### src/rtl/timer_pkg.sv
// Shared types and constants for the MM:SS BCD countdown timer.
package timer_pkg;

  // One BCD digit, 0..9 in normal use.
  typedef logic [3:0] bcdDigit;

  // Countdown controller states.
  typedef enum logic [1:0] {
    IDLE   = 2'd0,
    RUN    = 2'd1,
    HOLD   = 2'd2,
    FINISH = 2'd3
  } timerState;

  // Largest legal value of the seconds-tens digit and of any other digit.
  localparam bcdDigit SEC_TENS_MAX = 4'd5;
  localparam bcdDigit DIGIT_MAX    = 4'd9;

  // Wrap value of digit position idx (0=us, 1=ds, 2=um, 3=dm).
  function automatic bcdDigit digitWrap(input int idx);
    return (idx == 1) ? SEC_TENS_MAX : DIGIT_MAX;
  endfunction

  // Clamp an out-of-range preset digit to its legal maximum.
  function automatic bcdDigit satDigit(input bcdDigit d, input bcdDigit lim);
    return (d > lim) ? lim : d;
  endfunction

endpackage

### src/rtl/bcd_digit_down.sv
// Single BCD down-counter digit with synchronous load and borrow-out.
module bcd_digit_down
  import timer_pkg::*;
#(
  parameter bcdDigit WRAP = DIGIT_MAX
) (
  input  logic    clk,
  input  logic    rst,
  input  logic    load,
  input  bcdDigit loadVal,
  input  logic    dec,
  output bcdDigit digit,
  output logic    borrowOut
);

  // Load wins over decrement; a decrement from 0 wraps and borrows upstream.
  always_ff @(posedge clk) begin
    if (rst) begin
      digit <= '0;
    end else if (load) begin
      digit <= loadVal;
    end else if (dec) begin
      digit <= (digit == 4'd0) ? WRAP : digit - 4'd1;
    end
  end

  assign borrowOut = dec && (digit == 4'd0);

endmodule

### src/rtl/bcd_countdown_mmss.sv
// MM:SS countdown: loads sanitised BCD presets on start, decrements once per
// second through a borrow chain of digit counters, drives the valve while
// counting and pulses done when 00:00 is reached.
module bcd_countdown_mmss
  import timer_pkg::*;
#(
  parameter int TICKS_PER_SEC = 50_000_000,
  parameter int PRESC_W       = 26
) (
  input  logic       clk,
  input  logic       rst,
  input  logic       start,
  input  logic       pause,
  input  logic       abort,
  input  logic [3:0] preset_us,
  input  logic [3:0] preset_ds,
  input  logic [3:0] preset_um,
  input  logic [3:0] preset_dm,
  output logic [3:0] us,
  output logic [3:0] ds,
  output logic [3:0] um,
  output logic [3:0] dm,
  output logic       valve,
  output logic       busy,
  output logic       done
);

  localparam logic [PRESC_W-1:0] TICK_LAST = PRESC_W'(TICKS_PER_SEC - 1);

  timerState          stateReg, stateNext;
  logic [PRESC_W-1:0] prescReg, prescNext;

  bcdDigit presetArr [4];
  bcdDigit saneArr   [4];
  bcdDigit loadVal   [4];
  bcdDigit digitVal  [4];
  logic [4:0] decChain;   // decChain[i] decrements digit i; [4] is dm underflow

  logic digitLoad;
  logic clearDigits;
  logic tick;
  logic presetsZero;
  logic atOne;

  assign presetArr[0] = preset_us;
  assign presetArr[1] = preset_ds;
  assign presetArr[2] = preset_um;
  assign presetArr[3] = preset_dm;

  assign decChain[0] = tick;

  // Per-digit sanitising, load mux and borrow-chained down-counter.
  for (genvar gi = 0; gi < 4; gi++) begin : gDigit
    assign saneArr[gi] = satDigit(presetArr[gi], digitWrap(gi));
    assign loadVal[gi] = clearDigits ? 4'd0 : saneArr[gi];

    bcd_digit_down #(
      .WRAP(digitWrap(gi))
    ) uDigit (
      .clk      (clk),
      .rst      (rst),
      .load     (digitLoad),
      .loadVal  (loadVal[gi]),
      .dec      (decChain[gi]),
      .digit    (digitVal[gi]),
      .borrowOut(decChain[gi+1])
    );
  end

  assign presetsZero = (saneArr[0] == 4'd0) && (saneArr[1] == 4'd0) &&
                       (saneArr[2] == 4'd0) && (saneArr[3] == 4'd0);

  // The decrement that lands on 00:00 is the one taken from 00:01.
  assign atOne = (digitVal[0] == 4'd1) && (digitVal[1] == 4'd0) &&
                 (digitVal[2] == 4'd0) && (digitVal[3] == 4'd0);

  assign us = digitVal[0];
  assign ds = digitVal[1];
  assign um = digitVal[2];
  assign dm = digitVal[3];

  // Next-state, prescaler and digit-load decisions; abort beats pause beats tick.
  always_comb begin
    stateNext   = stateReg;
    prescNext   = prescReg;
    digitLoad   = 1'b0;
    clearDigits = 1'b0;
    tick        = 1'b0;
    unique case (stateReg)
      IDLE: begin
        if (start && !abort) begin
          digitLoad = 1'b1;
          prescNext = '0;
          stateNext = presetsZero ? FINISH : RUN;
        end
      end
      RUN: begin
        if (abort) begin
          digitLoad   = 1'b1;
          clearDigits = 1'b1;
          stateNext   = IDLE;
        end else if (pause) begin
          stateNext = HOLD;
        end else if (prescReg == TICK_LAST) begin
          prescNext = '0;
          tick      = 1'b1;
          // An underflow out of dm cannot occur, but would also end the run.
          if (atOne || decChain[4]) begin
            stateNext = FINISH;
          end
        end else begin
          prescNext = prescReg + 1'b1;
        end
      end
      HOLD: begin
        if (abort) begin
          digitLoad   = 1'b1;
          clearDigits = 1'b1;
          stateNext   = IDLE;
        end else if (!pause) begin
          stateNext = RUN;
        end
      end
      FINISH: begin
        stateNext = IDLE;
      end
      default: begin
        stateNext = IDLE;
      end
    endcase
  end

  // State, prescaler and registered status outputs.
  always_ff @(posedge clk) begin
    if (rst) begin
      stateReg <= IDLE;
      prescReg <= '0;
      valve    <= 1'b0;
      busy     <= 1'b0;
      done     <= 1'b0;
    end else begin
      stateReg <= stateNext;
      prescReg <= prescNext;
      valve    <= (stateNext == RUN) || (stateNext == HOLD);
      busy     <= (stateNext != IDLE);
      done     <= (stateNext == FINISH);
    end
  end

endmodule
### config.mk
export PLATFORM = sky130hd
export DESIGN_NAME = bcd_countdown_mmss
export DESIGN_NICKNAME = d
export VERILOG_FILES = /design/src/rtl/timer_pkg.sv /design/src/rtl/bcd_digit_down.sv /design/src/rtl/bcd_countdown_mmss.sv
export SDC_FILE = /design/constraint.sdc
export NUM_CORES = 1
export LEC_CHECK = 0
export BUFFER_PORTS_ARGS = -buffer_cell sky130_fd_sc_hd__buf_2
export CAP_MARGIN = 20
export CORE_MARGIN = 10
export CORE_UTILIZATION = 58
export DETAILED_ROUTE_END_ITERATION = 7
export PLACE_DENSITY = 0.8
export SYNTH_ARGS = -nofsm -noshare
export SYNTH_HDL_FRONTEND = slang
export SYNTH_SLANG_ARGS = --single-unit
### constraint.sdc
create_clock -name clk -period 2.75 [get_ports clk]
set_input_delay 0.6875 -clock clk [delete_from_list [all_inputs] [get_ports clk]]
set_output_delay 0.6875 -clock clk [all_outputs]
set_load 0.02 [all_outputs]
==> results of run 1 <==
## metal layers
layer,vias to the layer above,GRT usage,routed length (um)
met5,-,0,0
li1,1439,-,-
met3,17,0.0469,587
met4,0,0.0718,151
met2,115,0.316,3890
met1,1393,0.215,3230
## power groups by stage
stage          registers [W]  logic, W  clock network (W)
6_report            0.000734  0.000284           0.000528
3_3_place_gp        0.000750  0.000275                  0
2_1_floorplan       0.000769  0.000164                  0
4_1_cts             0.000733  0.000283           0.000538
3_5_place_dp        0.000750  0.000281                  0
5_1_grt             0.000738  0.000311           0.000559
## worst min-delay path: cells and delay by family, from the launching register on
kind            cells  cell delay, ns
flops               1            0.35
compound gates      1            0.03
simple gates        1            0.07
## logic make-up (layout without fill, tap and decap cells)
group	after synthesis	after routing	synth area share
AOI/OAI and AO/OA	70	70	0.166
muxes	4	4	0.0136
xor gates and xnor gates	18	18	0.0534
and+or+nand+nor	199	199	0.380
adders and majority gates	8	8	0.0339
buffers and inverters	22	60	0.0335
DFF	47	47	0.319
## synthesized netlist by cell type, types with 6 or more instances
cell / number
nor2b_1: 6
nor4_1: 10
xnor2_1: 10
o21ai_0: 8
buf_2: 7
nor3_1: 15
and3_1: 8
nand3_1: 20
a31oi_1: 10
a21oi_1: 12
inv_1: 7
xor2_1: 8
nor2_1: 46
nand4_1: 14
ha_1: 8
dfxtp_1: 47
nand2_1: 38
nor4_2: 7
## area by class of cell
cell class / count / share of cell area
tap: 67 / 0.0253
timing repair buffer: 45 / 0.0724
sequential: 47 / 0.283
clock buffer: 6 / 0.0249
multi-input combinational: 299 / 0.576
clock inverter: 2 / 0.0106
inverter: 7 / 0.00792
## flip-flops by register name, summed over array words and instances (netlist names)
name	flops
prescReg	26
gDigit.uDigit.digit	16
stateReg	2
busy	1
done	1
valve	1
## final timing paths
path / from / endpoint / slack [ns] / cells after the start
setup / recovery: stateReg[1] / prescReg[10] / 0.37 / 7
hold / removal: gDigit[1].uDigit.digit[3] / gDigit[1].uDigit.digit[3] / 0.49 / 2
setup reg to reg: stateReg[1] / prescReg[10] / 0.37 / 7
hold reg to reg: gDigit[1].uDigit.digit[3] / gDigit[1].uDigit.digit[3] / 0.49 / 2
## through the flow
step	hold WS (ns)	cells	setup WS, ns	util	area (um^2)
global route	0.539	473	0.188	0.689	3320
finish	0.486	473	0.374	0.689	3320
global placement	0.460	465	0.473	0.665	3200
CTS	0.479	473	0.391	0.689	3320
detailed placement	0.464	465	0.417	0.665	3200
floorplan	0.456	368	0.690	-	2950
==> run metrics, run 1 <==
status finished, final reports clean; number of clock sinks 47; RSZ-0062 raised after global routing false; Inserted Clock Buffers 5; Die Y between 90 and 100 um; via count between 2000 and 3000; Critical-path top delay cell nand2b_1; worst path bufs/invs 2; final hold viol count 0; initial antenna violation count 0; buffer count from post-CTS setup fixing 0; die width about 91 um; power density over the cells 466 nW/um^2; sw power roughly 0.00044 W; Area contributors post-synth dfxtp_1 (32%), nor2_1 (5.9%), nand2_1 (4.8%); Starting Density 0.612; Final Critical Period roughly 2.4 ns; commonest non-fill, non-tap cells in the layout dfxtp_1 (47), nor2_1 (46), buf_2 (39); Switching Share 0.284; highest clock rate approximately 0.42 GHz; final wirelength slightly below 8 mm; Remaining DRCs 0; # hold bufs at CTS 0; Post-synth top flop dfxtp_1; io pins 40; Worst Skew between 0.003 and 0.004 ns; Yosys reg bits 47; Hold WC Path Type flop to flop; commonest non-fill, non-tap cell in the layout dfxtp_1; Mapped Cells about 370; Worst slew margin 0.528; post-synth top area cell dfxtp_1; Reg area around 940 um^2; clock slew at the register clock pins of the worst setup and hold paths 0.09 ns; TritonCTS clock tree yes; DIE AREA between 8000 and 9000 um^2; pin count of the biggest net entering global routing 21; synth unique cells 65; Top delay family on crit path simple AND/OR/NAND/NOR gates; Post-synth ARST share 0; first-pass GRT wire length between 10 and 15 mm; Max clock buf depth 2; post-synth top area share 0.319; GRT Overall Usage 0.185; DR vias/cell 6.27; # fillers between 400 and 500; drt wl/cell 16.6 um; crit share post-route 0.864; nets 434; critical path data arrival time 2.60 ns; CP Capture Type flop; ratio of cells with drive above 1 in the final layout 0.182; P_leak 1.23 nW; max-cap violations 0; Layout area overhead 12.5%; vias in the first global route 2749; crit-path cells inv_1 -> ha_1 -> mux2i_1 -> nand2b_1 -> o21ai_1 -> buf_4 -> a31oi_1; maximum vdd drop between 200 and 300 uV; Clock Latency Late Sink 0.30 ns; Fin Setup TNS 0 ns; number of diodes 0; CP required ~3 ns; std cell rows 25; gr ovfl total 0; drt initial violations approximately 230; PnR Total Power about 0.0015 W; multi-input logic area between 1500 and 2000 um^2; syn_area_per_cell 8.02 um^2; Clk pwr share 0.341; Int Pwr roughly 0.0011 W; CP Max Fanout 20; H-tree Lvls 2; Critical Path Max Stage Delay ~0.61 ns; crit path kind flop to flop; post-synthesis sequential area ratio 0.319; HPWL Detailed 5.94 mm; Root Driver clkbuf_8; post-synth design cell area around 3000 um^2; Least-Margin Pin Slew slightly above 0.7 ns; RePlAce Congestion ~0.89; 1st-pass router iterations 4; yosys warns 0; core area between 4000 and 5000 um^2; sequential power share 0.475; # setup viols final 0; Comb power frac 0.183; max-slew violations 0; nature of the critical path startpoint flop; Post-synth EDFFs 0; Antenna Nets Post-Route 0; post-CTS resize count 0; syn nets around 400; # port buffers 39
(Power assumes the default switching activity.)
==> run 2: changes to the inputs <==
--- a/config.mk
+++ b/config.mk
@@ -8,9 +8,9 @@
 export BUFFER_PORTS_ARGS = -buffer_cell sky130_fd_sc_hd__buf_2
 export CAP_MARGIN = 20
 export CORE_MARGIN = 10
-export CORE_UTILIZATION = 58
+export CORE_UTILIZATION = 62
 export DETAILED_ROUTE_END_ITERATION = 7
-export PLACE_DENSITY = 0.8
+export PLACE_DENSITY = 0.85
 export SYNTH_ARGS = -nofsm -noshare
 export SYNTH_HDL_FRONTEND = slang
 export SYNTH_SLANG_ARGS = --single-unit
==> constraint.sdc (replaced) <==
create_clock -name clk -period 3.1 [get_ports clk]
set_input_delay 0.775 -clock clk [delete_from_list [all_inputs] [get_ports clk]]
set_output_delay 0.775 -clock clk [all_outputs]
set_load 0.02 [all_outputs]
==> run metrics, run 2 (synthesis results as in run 1) <==
std cell rows 25; post-route insts no fill roughly 460; critical path data arrival time 2.56 ns; setup ws final ~0.78 ns; Inserted Clock Buffers 5; Remaining DRCs 0; status finished, final reports clean; # port buffers 39; Antenna Nets Post-Route 0; crit-path cells inv_1 -> ha_1 -> mux2i_1 -> nand2b_1 -> o21ai_1 -> buf_4 -> a31oi_1; Worst slew margin 0.502; core area approximately 4700 um^2; HPWL Detailed between 5 and 6 mm; max FFs per register 26; commonest non-fill, non-tap cell in the layout dfxtp_1; biggest regs prescReg x26, gDigit.uDigit.digit x16, stateReg x2; Top delay family on crit path simple AND/OR/NAND/NOR gates; final wirelength just under 8 mm; final hold viol count 0; reg-to-reg slack, setup just under 0.8 ns; Reg area between 900 and 1000 um^2; vias in the first global route 2844; gr ovfl total 0; pin count of the biggest net entering global routing 21; Inst Count DP 449; GRT Overall Usage 0.200; Die Y roughly 90 um; 1st-pass router iterations 6; pre-CTS setup slack just under 0.7 ns; initial antenna violation count 0; CP Max Fanout 20; buffer count from post-CTS setup fixing 0; max-cap violations 0; # setup viols final 0; Critical-path top delay cell nand2b_1; H-tree Lvls 2; Fin Setup TNS 0 ns; Starting Density 0.633; Layout area overhead 11.2%; max-slew violations 0; Critical Path Max Stage Delay between 0.5 and 0.6 ns; drt initial violations 250; first-pass GRT wire length about 13 mm; Root Driver clkbuf_8; CP Capture Type flop; Clock Latency Late Sink just over 0.3 ns; power density over the cells roughly 420 nW/um^2; Worst Skew ~0.0093 ns; # fillers 397; # hold bufs at CTS 0; post-CTS resize count 0; drt wl/cell 17.0 um; worst path bufs/invs 2; crit share post-route 0.748; CP required ~3.3 ns; Largest Register prescReg; highest clock rate about 0.43 GHz; RePlAce Congestion about 0.96; P_leak about 1.2 nW; nets 431; Hold WC Path Type flop to flop; number of diodes 0; die width around 89 um; multi-input logic area approximately 1900 um^2; Final Critical Period 2.32 ns; ratio of cells with drive above 1 in the final layout 0.176; maximum vdd drop roughly 280 uV; Least-Margin Pin Slew about 0.74 ns; RSZ-0062 raised after global routing false; via count roughly 3000; Max clock buf depth 2; DR vias/cell 6.57; number of clock sinks 47; DIE AREA 7920 um^2; io pins 40; clock slew at the register clock pins of the worst setup and hold paths ~0.09 ns; TritonCTS clock tree yes; nature of the critical path startpoint flop; commonest non-fill, non-tap cells in the layout dfxtp_1 (47), nor2_1 (46), buf_2 (39); crit path kind flop to flop
-- run 2: cell count changes in the layout (fill, tap and decap cells not counted) --
cell   previous run  this run
buf_4             6         3
-- run 2: per-stage QoR --
stage                     hold WS [ns]  utilization  total power, W  cell area, um^2
final                            0.494        0.704         0.00138             3280
after global routing             0.522        0.704         0.00143             3280
after CTS                        0.480        0.704         0.00138             3280
after detailed placement         0.469        0.679        0.000908             3160
after global placement           0.463        0.679        0.000903             3160
after floorplan                  0.456            -        0.000827             2950
-- run 2: routing by layer --
metal / global-route usage / wire length, um
met5: 0 / 0
met2: 0.341 / 3730
met4: 0.0853 / 201
met1: 0.239 / 3100
met3: 0.0401 / 757
-- run 2: report_power, final --
part | switching (W) | total (W) | internal (W)
logic | 0.000154 | 0.000247 | 0.0000927
registers | 0.0000293 | 0.000653 | 0.000624
clock network | 0.000215 | 0.000476 | 0.000261
total | 0.000398 | 0.00138 | 0.000978
-- run 2: layout make-up --
class	count	share of cell area
inverters	7	0.00801
clock buffers	6	0.0252
well taps	54	0.0206
multi-input cells	299	0.582
clock inverters	2	0.0107
repair buffers	42	0.0664
flip-flops and latches	47	0.287
-- run 2: worst paths after layout --
path,start,end,cells after the start
setup / recovery,stateReg[0],prescReg[8],7
hold / removal,gDigit[1].uDigit.digit[3],gDigit[1].uDigit.digit[3],2
setup reg to reg,stateReg[0],prescReg[8],7
hold reg to reg,gDigit[1].uDigit.digit[3],gDigit[1].uDigit.digit[3],2
-- run 2: tightest hold or removal path, delay by kind of cell, from the launching register on --
| kind | cells | cell delay (ns) |
|---|---|---|
| AO/OA/AOI/OAI | 1 | 0.03 |
| flip-flops | 1 | 0.36 |
| AND/OR/NAND/NOR | 1 | 0.07 |
